--- src/rtl/ram_ctrl.sv ---
`default_nettype none
// ============================================================================
// Module      : ram_ctrl
// Description : Valid/ready request front end for a 512x32 synchronous ram.
//               Converts byte addresses to word addresses, sequences the
//               ram's one-cycle registered read, and performs partial-word
//               writes as read-modify-write. One response per request, with
//               an error flag for misaligned addresses.
//               Optional macro RAM_CTRL_STATS_EN adds saturating 16-bit
//               read/write/error counters.
// Revision    : 1.0 - initial release
// ============================================================================
module ram_ctrl #(
  parameter int ADDR_W = 11,
  parameter int DATA_W = 32
) (
  input  logic              i_clock,
  input  logic              i_reset,
  input  logic              i_req_valid,
  output logic              o_req_ready,
  input  logic              i_req_write,
  input  logic [ADDR_W-1:0] i_req_addr,
  input  logic [DATA_W-1:0] i_req_wdata,
  input  logic [3:0]        i_req_be,
  output logic              o_resp_valid,
  input  logic              i_resp_ready,
  output logic [DATA_W-1:0] o_resp_rdata,
  output logic              o_resp_err,
  output logic [ADDR_W-3:0] o_ram_addr,
  output logic              o_ram_wEn,
  output logic [DATA_W-1:0] o_ram_wDat,
  output logic              o_ram_rEn,
  input  logic [DATA_W-1:0] i_ram_rDat
`ifdef RAM_CTRL_STATS_EN
  ,
  output logic [15:0]       o_stat_rd,
  output logic [15:0]       o_stat_wr,
  output logic [15:0]       o_stat_err
`endif
);

  typedef enum logic [2:0] {
    S_IDLE    = 3'd0,
    S_RD      = 3'd1,
    S_RD_CAP  = 3'd2,
    S_RMW_RD  = 3'd3,
    S_RMW_MRG = 3'd4,
    S_WR      = 3'd5,
    S_RESP    = 3'd6
  } state_t;

  localparam logic [3:0] C_BE_FULL = 4'hF;

  state_t              r_state;
  state_t              w_next;
  logic                r_write;
  logic [ADDR_W-3:0]   r_waddr;
  logic [DATA_W-1:0]   r_wdata;
  logic [3:0]          r_be;
  logic [DATA_W-1:0]   r_merge;
  logic [DATA_W-1:0]   r_rdata;
  logic                r_err;
  logic                w_accept;
  logic                w_misaligned;
  logic                w_resp_hs;

  assign o_req_ready  = (r_state == S_IDLE) && !i_reset;
  assign w_accept     = i_req_valid && o_req_ready;
  assign w_misaligned = (i_req_addr[1:0] != 2'b00);
  assign w_resp_hs    = (r_state == S_RESP) && i_resp_ready;

  assign o_resp_valid = (r_state == S_RESP);
  assign o_resp_rdata = r_rdata;
  assign o_resp_err   = r_err;

  // Ram strobes and address are decoded from state so reset kills them at once
  assign o_ram_addr = (r_state == S_IDLE) ? '0 : r_waddr;
  assign o_ram_rEn  = (r_state == S_RD) || (r_state == S_RMW_RD);
  assign o_ram_wEn  = (r_state == S_WR) && r_write;
  assign o_ram_wDat = (r_state != S_WR) ? '0 :
                      (r_be == C_BE_FULL) ? r_wdata : r_merge;

  // State register
  always_ff @(posedge i_clock or posedge i_reset) begin
    if (i_reset) r_state <= S_IDLE;
    else         r_state <= w_next;
  end

  // Next-state decode
  always_comb begin
    w_next = r_state;
    case (r_state)
      S_IDLE: begin
        if (w_accept) begin
          if (w_misaligned)                 w_next = S_RESP;
          else if (!i_req_write)            w_next = S_RD;
          else if (i_req_be == 4'h0)        w_next = S_RESP;
          else if (i_req_be == C_BE_FULL)   w_next = S_WR;
          else                              w_next = S_RMW_RD;
        end
      end
      S_RD:      w_next = S_RD_CAP;
      S_RD_CAP:  w_next = S_RESP;
      S_RMW_RD:  w_next = S_RMW_MRG;
      S_RMW_MRG: w_next = S_WR;
      S_WR:      w_next = S_RESP;
      S_RESP:    if (i_resp_ready) w_next = S_IDLE;
      default:   w_next = S_IDLE;
    endcase
  end

  // Request latch, read capture, byte merge and response registers
  always_ff @(posedge i_clock or posedge i_reset) begin
    if (i_reset) begin
      r_write <= 1'b0;
      r_waddr <= '0;
      r_wdata <= '0;
      r_be    <= '0;
      r_merge <= '0;
      r_rdata <= '0;
      r_err   <= 1'b0;
    end else begin
      if (w_accept) begin
        r_write <= i_req_write;
        r_waddr <= i_req_addr[ADDR_W-1:2];
        r_wdata <= i_req_wdata;
        r_be    <= i_req_be;
        r_rdata <= '0;
        r_err   <= w_misaligned;
      end
      if (r_state == S_RD_CAP) begin
        r_rdata <= i_ram_rDat;
      end
      if (r_state == S_RMW_MRG) begin
        for (int i = 0; i < 4; i++) begin
          r_merge[8*i +: 8] <= r_be[i] ? r_wdata[8*i +: 8] : i_ram_rDat[8*i +: 8];
        end
      end
      if (w_resp_hs) begin
        r_rdata <= '0;
        r_err   <= 1'b0;
      end
    end
  end

`ifdef RAM_CTRL_STATS_EN
  logic [15:0] r_stat_rd;
  logic [15:0] r_stat_wr;
  logic [15:0] r_stat_err;

  assign o_stat_rd  = r_stat_rd;
  assign o_stat_wr  = r_stat_wr;
  assign o_stat_err = r_stat_err;

  // Saturating completion counters, bumped on the response handshake
  always_ff @(posedge i_clock or posedge i_reset) begin
    if (i_reset) begin
      r_stat_rd  <= '0;
      r_stat_wr  <= '0;
      r_stat_err <= '0;
    end else if (w_resp_hs) begin
      if (r_err) begin
        if (r_stat_err != 16'hFFFF) r_stat_err <= r_stat_err + 16'd1;
      end else if (r_write) begin
        if (r_stat_wr != 16'hFFFF) r_stat_wr <= r_stat_wr + 16'd1;
      end else begin
        if (r_stat_rd != 16'hFFFF) r_stat_rd <= r_stat_rd + 16'd1;
      end
    end
  end
`endif

endmodule
`default_nettype wire

--- config.mk ---
export PLATFORM = sky130hd
export DESIGN_NAME = ram_ctrl
export DESIGN_NICKNAME = d
export VERILOG_FILES = /design/src/rtl/ram_ctrl.sv
export SDC_FILE = /design/constraint.sdc
export NUM_CORES = 1
export LEC_CHECK = 0
export BUFFER_PORTS_ARGS = -buffer_cell sky130_fd_sc_hd__buf_4
export CAP_MARGIN = 5
export CORE_UTILIZATION = 30
export DETAILED_ROUTE_END_ITERATION = 10
export PLACE_DENSITY_LB_ADDON = 0.15
export SETUP_SLACK_MARGIN = 0.15
export SKIP_CTS_REPAIR_TIMING = 1
export SYNTH_ARGS = -nofsm -noshare
export SYNTH_HDL_FRONTEND = slang
export SYNTH_SLANG_ARGS = --single-unit
--- constraint.sdc ---
create_clock -name i_clock -period 3.48 [get_ports i_clock]
set_input_delay 0.348 -clock i_clock [delete_from_list [all_inputs] [get_ports i_clock]]
set_output_delay 0.348 -clock i_clock [all_outputs]
set_load 0.01 [all_outputs]
==> results.sh, run 1 <==
export IMPL_outcome="finished clean"
export IMPL_max_cap_violations=0
export IMPL_seqPwrFrac=0.370
export IMPL_start_util=0.312
export IMPL_vias=4113
export IMPL_cts_sinks=114
export IMPL_hp_class="in -> async"
export IMPL_register_area_mm2=0.00285
export IMPL_num_fill_cells=1658
export IMPL_numCtsBuffers=17
export IMPL_antenna_left=0
export IMPL_die_height_um=134
export IMPL_grt_most_used_layer="met2"
export IMPL_synth_seq_area_share=0.544
export IMPL_drt_first_pass_iters=6
export IMPL_rows=47
export IMPL_hold_viol=0
export IMPL_first_global_vias=4203
export IMPL_power_frac_comb=0.362
export IMPL_synth_warnings=0
export IMPL_switching_share=0.344
export IMPL_ios=162
export IMPL_ir_drop_mv=0.390
export IMPL_grt_use_met3=0.0540
export IMPL_numPortBuffers=161
export IMPL_syn_inst=470
export IMPL_post_route_util=0.427
export IMPL_grt_ovfl_total=0
export IMPL_required_ns=3.13
export IMPL_max_freq_ghz=0.350
export IMPL_viasPerCell=4.82
export IMPL_final_min_clock_period_ns=2.86
export IMPL_p_per_area_mw_per_mm2=917
export IMPL_p_switching_w=0.00226
export IMPL_leakagePower_nw=3.54
export IMPL_antenna_found_initial=0
export IMPL_setup_viol=0
export IMPL_end_kind="output port"
export IMPL_grt_max_degree=66
export IMPL_critPathLaunchType="register"
export IMPL_worstPathArrival_ns=2.51
export IMPL_clockBufferDepth=2
export IMPL_root_buffer="clkbuf_16"
export IMPL_intPower_w=0.00432
export IMPL_cts_tree="done"
export IMPL_routedWlPerCell_um=17.0
export IMPL_core_mm2=0.0168
export IMPL_hold_worst_slack_ns=0.131
export IMPL_multi_input_area_mm2=0.00218
export IMPL_slew_viol_final=0
export IMPL_drive_gt1_frac=0.396
export IMPL_maxSlewHeadroom=0.368
export IMPL_syn_to_final_growth_pct=36.7
export IMPL_path_max_fanout=24
export IMPL_pwr_share_clk=0.269
export IMPL_dieWidth_um=134
export IMPL_syn_area_mm2=0.00525
export IMPL_rsz0062_at_grt="false"
export IMPL_grt_pass1_wl_um=22900
export IMPL_drt_total_wl_um=14600
export IMPL_gp_congestion=0.776
export IMPL_min_period_over_period=0.822
export IMPL_use_met2=0.261
export IMPL_grt_use_met1=0.225
export IMPL_synth_seq_cells=114
export IMPL_drt_iter0_drc=244
export IMPL_dieArea_mm2=0.0180
export IMPL_skew_ns=0.00884
export IMPL_crit_type="reg -> out"
export IMPL_clkTransAtPathRegs_ns=0.06
export IMPL_worst_slew_pin_slew_ns=0.945
export IMPL_nNetsFinal=705
export IMPL_place_hpwl_um=9580
export IMPL_antenna_cells=0
export IMPL_syn_num_nets=554
export IMPL_track_usage=0.169
export IMPL_h_tree_depth=4
export IMPL_clk_insertion_delay_late_ns=0.41
export IMPL_setup_tns_ns=0
export IMPL_syn_avg_cell_area_um2=11.2
export IMPL_synth_cell_types=34
export IMPL_drc=0
[synth_stat cells]
library cell | instances | area share
inv_2 | 1 | 0.00071
nor3_2 | 1 | 0.0019
a2bb2oi_1 | 1 | 0.0017
a21o_1 | 1 | 0.0014
buf_6 | 7 | 0.015
a22o_1 | 32 | 0.053
o21ai_0 | 1 | 0.00095
nor4_1 | 3 | 0.0036
nand2b_1 | 2 | 0.0024
inv_1 | 2 | 0.0014
buf_2 | 17 | 0.016
nand4_1 | 1 | 0.0012
nand2_1 | 68 | 0.049
and2_1 | 1 | 0.0012
mux2i_1 | 32 | 0.061
a21oi_1 | 67 | 0.064
and2b_1 | 1 | 0.0014
o31a_1 | 1 | 0.0017
nor3_4 | 1 | 0.0031
buf_4 | 4 | 0.0057
or2_1 | 1 | 0.0012
nor2_1 | 37 | 0.026
nor3_1 | 1 | 0.00095
nor2b_1 | 12 | 0.014
mux2_4 | 18 | 0.051
o21bai_1 | 1 | 0.0014
dfrtp_1 | 114 | 0.54
mux2_2 | 28 | 0.060
nand3_1 | 1 | 0.00095
o21ai_1 | 1 | 0.00095
a211oi_1 | 1 | 0.0014
and4_1 | 2 | 0.0033
o41ai_1 | 1 | 0.0017
clkbuf_1 | 8 | 0.0057
[registers in the layout, summed over array words and instances, names as in the netlist]
name / cells
o_resp_err: 1
o_resp_rdata: 32
r_be: 4
r_merge: 32
r_state: 3
r_waddr: 9
r_wdata: 32
r_write: 1
[final timing paths]
path,startpoint,endpoint,slack (ns),depth (start not counted)
max,r_be[0]$_DFFE_PP0P_,o_ram_wDat[12],0.62,5
min,i_reset,r_waddr[7]$_DFFE_PP0P_,0.13,3
max reg2reg,r_state[1]$_DFFE_PP0P_,r_wdata[12]$_DFFE_PP0P_,1.20,4
min reg2reg,r_waddr[8]$_DFFE_PP0P_,r_waddr[8]$_DFFE_PP0P_,0.50,1
max in group asynchronous,i_reset,r_merge[19]$_DFFE_PP0N_,2.68,3
min in group i_clock,i_req_addr[5],r_waddr[3]$_DFFE_PP0P_,0.17,2
[stage by stage]
step | instances | instance area, µm² | total power, W | worst slack [ns]
final | 854 | 7180 | 0.00658 | 0.621
after global routing | 854 | 7180 | 0.00703 | 0.404
after CTS | 854 | 7180 | 0.00666 | 0.610
after detailed placement | 822 | 6580 | 0.00485 | 1.06
after global placement | 822 | 6580 | 0.00479 | 1.11
after floorplan | 470 | 5250 | 0.00396 | 1.75
[metal layers]
layer  part of all wire  routed length (µm)
met5                  0                   0
met4             0.0093                 135
met3              0.066                 955
met2               0.45                6620
met1               0.47                6840
[worst max-delay path, cell delays in order, from the launching register on]
cell	delay (ns)
dfrtp_1	0.72
and4_1	0.53
buf_4	0.37
nand2_1	0.10
a21oi_1	0.21
buf_4	0.17
[cell families (layout without fill, tap and decap cells)]
| family | count (synthesis) | in the layout | synth area share |
|---|---|---|---|
| AOI/OAI and AO/OA | 107 | 107 | 0.128 |
| buffers and inverters | 39 | 203 | 0.0448 |
| DFF | 114 | 114 | 0.544 |
| muxes | 78 | 78 | 0.173 |
| and+or+nand+nor | 132 | 132 | 0.111 |
[cell usage in the layout, fill, tap and decap left out, types with 2 or more instances in the layout]
cell	n
bufinv_16	3
dfrtp_1	114
mux2_2	28
clkinv_2	6
a21oi_1	67
mux2_4	18
a22o_1	32
clkbuf_16	17
buf_4	168
nor2_1	36
clkbuf_1	2
mux2i_1	32
nor4_1	3
nor3_4	2
nand2b_1	2
clkinvlp_4	3
nor2b_1	12
clkbuf_8	2
and4_1	2
nand2_1	67
[area by class of cell]
| class | count | share of cell area |
|---|---|---|
| Clock buffer | 21 | 0.0642 |
| Clock inverter | 11 | 0.0188 |
| Inverter | 3 | 0.00209 |
| Multi-Input combinational cell | 317 | 0.303 |
| Sequential cell | 114 | 0.397 |
| Tap cell | 220 | 0.0384 |
| Timing Repair Buffer | 168 | 0.176 |
[power by group through the flow]
| stage | logic [W] | clock network (W) | registers [W] |
|---|---|---|---|
| finish | 0.00238 | 0.00177 | 0.00243 |
| CTS | 0.00242 | 0.00181 | 0.00243 |
| floorplan | 0.00170 | 0 | 0.00226 |
| global route | 0.00263 | 0.00187 | 0.00252 |
| global placement | 0.00236 | 0 | 0.00243 |
| detailed placement | 0.00241 | 0 | 0.00244 |
Power figures use the tool's default switching activity.
==> inputs of run 2 (changes only) <==
clock period = 2.5 ns   (was 3.48 ns; I/O delays follow)
==> results.sh, run 2 (same netlist as run 1, synthesis figures left out) <==
export IMPL_clk_insertion_delay_late_ns=0.40
export IMPL_maxSlewHeadroom=0.384
export IMPL_layout_common_cells="buf_4, dfrtp_1, nand2_1, a21oi_1, nor2_1"
export IMPL_clkTransAtPathRegs_ns=0.05
export IMPL_core_mm2=0.0168
export IMPL_worst_slew_pin_slew_ns=0.922
export IMPL_track_usage=0.171
export IMPL_antenna_found_initial=0
export IMPL_min_path_cells=2
export IMPL_required_ns=2.25
export IMPL_antenna_left=0
export IMPL_worstPathArrival_ns=1.93
export IMPL_ir_drop_mv=0.581
export IMPL_drt_first_pass_iters=5
export IMPL_die_height_um=134
export IMPL_crit_top_cell="buf_4"
export IMPL_drc=0
export IMPL_placed_area_mm2=0.00669
export IMPL_cts_sinks=114
export IMPL_max_freq_ghz=0.459
export IMPL_final_min_clock_period_ns=2.18
export IMPL_setup_tns_ns=0
export IMPL_seqPwrFrac=0.354
export IMPL_crit_type="reg -> out"
export IMPL_syn_to_final_growth_pct=38.1
export IMPL_drt_total_wl_um=14800
export IMPL_crit_chain="buf_4 -> nand4_1 -> buf_4 -> nand2_1 -> a21oi_1 -> buf_4"
export IMPL_grt_ovfl_total=0
export IMPL_drive_gt1_frac=0.403
export IMPL_numCtsBuffers=17
export IMPL_path_max_fanout=21
export IMPL_skew_ns=0.0105
export IMPL_outcome="finished clean"
export IMPL_setup_viol=0
export IMPL_place_hpwl_um=9720
export IMPL_antenna_cells=0
export IMPL_gp_congestion=0.754
export IMPL_intPower_w=0.00595
export IMPL_r2r_slack_ns=0.59
export IMPL_viasPerCell=4.83
export IMPL_max_stage_delay_ns=0.38
export IMPL_p_per_area_mw_per_mm2=1250
export IMPL_nNetsFinal=715
export IMPL_slowest_stage="dfrtp_1"
export IMPL_cts_tree="done"
export IMPL_ios=162
export IMPL_root_buffer="clkbuf_16"
export IMPL_grt_pass1_wl_um=23400
export IMPL_critPathLaunchType="register"
export IMPL_pwr_share_clk=0.248
export IMPL_h_tree_depth=4
export IMPL_numPortBuffers=161
export IMPL_switching_share=0.343
export IMPL_slew_viol_final=0
export IMPL_rows=47
export IMPL_vias=4166
export IMPL_power_frac_comb=0.398
export IMPL_min_period_over_period=0.871
export IMPL_dieArea_mm2=0.0180
export IMPL_hp_class="in -> reg"
export IMPL_fin_area_mm2=0.00725
export IMPL_clockBufferDepth=2
export IMPL_grt_max_degree=61
export IMPL_p_switching_w=0.00311
export IMPL_r2r_cells=5
export IMPL_hold_viol=0
export IMPL_drt_iter0_drc=238
export IMPL_max_cap_violations=0
export IMPL_routedWlPerCell_um=17.2
export IMPL_dieWidth_um=134
export IMPL_leakagePower_nw=3.58
export IMPL_start_util=0.312
export IMPL_first_global_vias=4342
export IMPL_rsz0062_at_grt="false"
export IMPL_end_kind="output port"
export IMPL_layout_commonest_cell="buf_4"
==> run 2: cell count changes in the layout (fill, tap and decap cells not counted) <==
cell,change
dfrtp_2,+2
clkinv_2,-3
buf_4,+6
dlygate4sd3_1,+1
bufinv_16,-2
dfrtp_1,-2
or2_2,-1
and4_2,+1
clkbuf_8,+2
clkbuf_1,+2
clkinvlp_4,-1
buf_12,+3
and4_1,-1
or2_4,+1
==> run 2: area by class of cell <==
cell class                      instances  area [µm²]
Fill cell                            1632        9570
Sequential cell                       114        2860
Multi-Input combinational cell        317        2180
Timing Repair Buffer                  178        1380
Clock buffer                           25         495
Tap cell                              220         275
Clock inverter                          5        52.6
Inverter                                3        15.0
==> run 2: path summary, 6_finish.rpt <==
check,start,to
min in group asynchronous,i_reset,r_wdata[3]$_DFFE_PP0P_
hold reg to reg,r_waddr[1]$_DFFE_PP0P_,r_waddr[1]$_DFFE_PP0P_
setup / recovery,r_be[3]$_DFFE_PP0P_,o_ram_wDat[0]
max in group asynchronous,i_reset,r_merge[17]$_DFFE_PP0N_
hold / removal,i_req_wdata[4],r_wdata[4]$_DFFE_PP0P_
setup reg to reg,r_state[2]$_DFFE_PP0P_,o_resp_rdata[31]$_DFFE_PP0P_
==> run 2: metrics by stage <==
stage	power, W	hold WS (ns)	setup WS [ns]	util	instances
6_report	0.00907	0.0733	0.321	0.431	862
5_1_grt	0.00969	0.0480	0.210	0.431	862
4_1_cts	0.00918	-0.168	-0.0359	0.430	861
3_5_place_dp	0.00688	0.268	0.406	0.398	831
3_3_place_gp	0.00680	0.265	0.458	0.398	831
2_1_floorplan	0.00552	0.390	0.865	-	470
==> run 2: worst max-delay path: cells and delay by family (launching register included) <==
kind,cells,cell delay [ns]
flip-flops,1,0.38
AND/OR/NAND/NOR,2,0.22
buffers and inverters,3,0.68
AO/OA/AOI/OAI,1,0.25
==> run 2: per-layer routing <==
| layer | GRT usage | vias to the layer above | wire [µm] |
|---|---|---|---|
| met5 | 0 | - | 0 |
| met4 | 0.0493 | 0 | 123 |
| met3 | 0.0590 | 10 | 997 |
| met2 | 0.268 | 148 | 6900 |
| met1 | 0.224 | 2043 | 6760 |
| li1 | - | 1965 | - |
==> run 2: power by group through the flow <==
| stage | registers [W] | logic [W] | clock network [W] |
|---|---|---|---|
| after floorplan | 0.00314 | 0.00237 | 0 |
| after global placement | 0.00320 | 0.00360 | 0 |
| after detailed placement | 0.00322 | 0.00366 | 0 |
| after CTS | 0.00320 | 0.00368 | 0.00230 |
| after global routing | 0.00331 | 0.00398 | 0.00240 |
| final | 0.00321 | 0.00361 | 0.00225 |
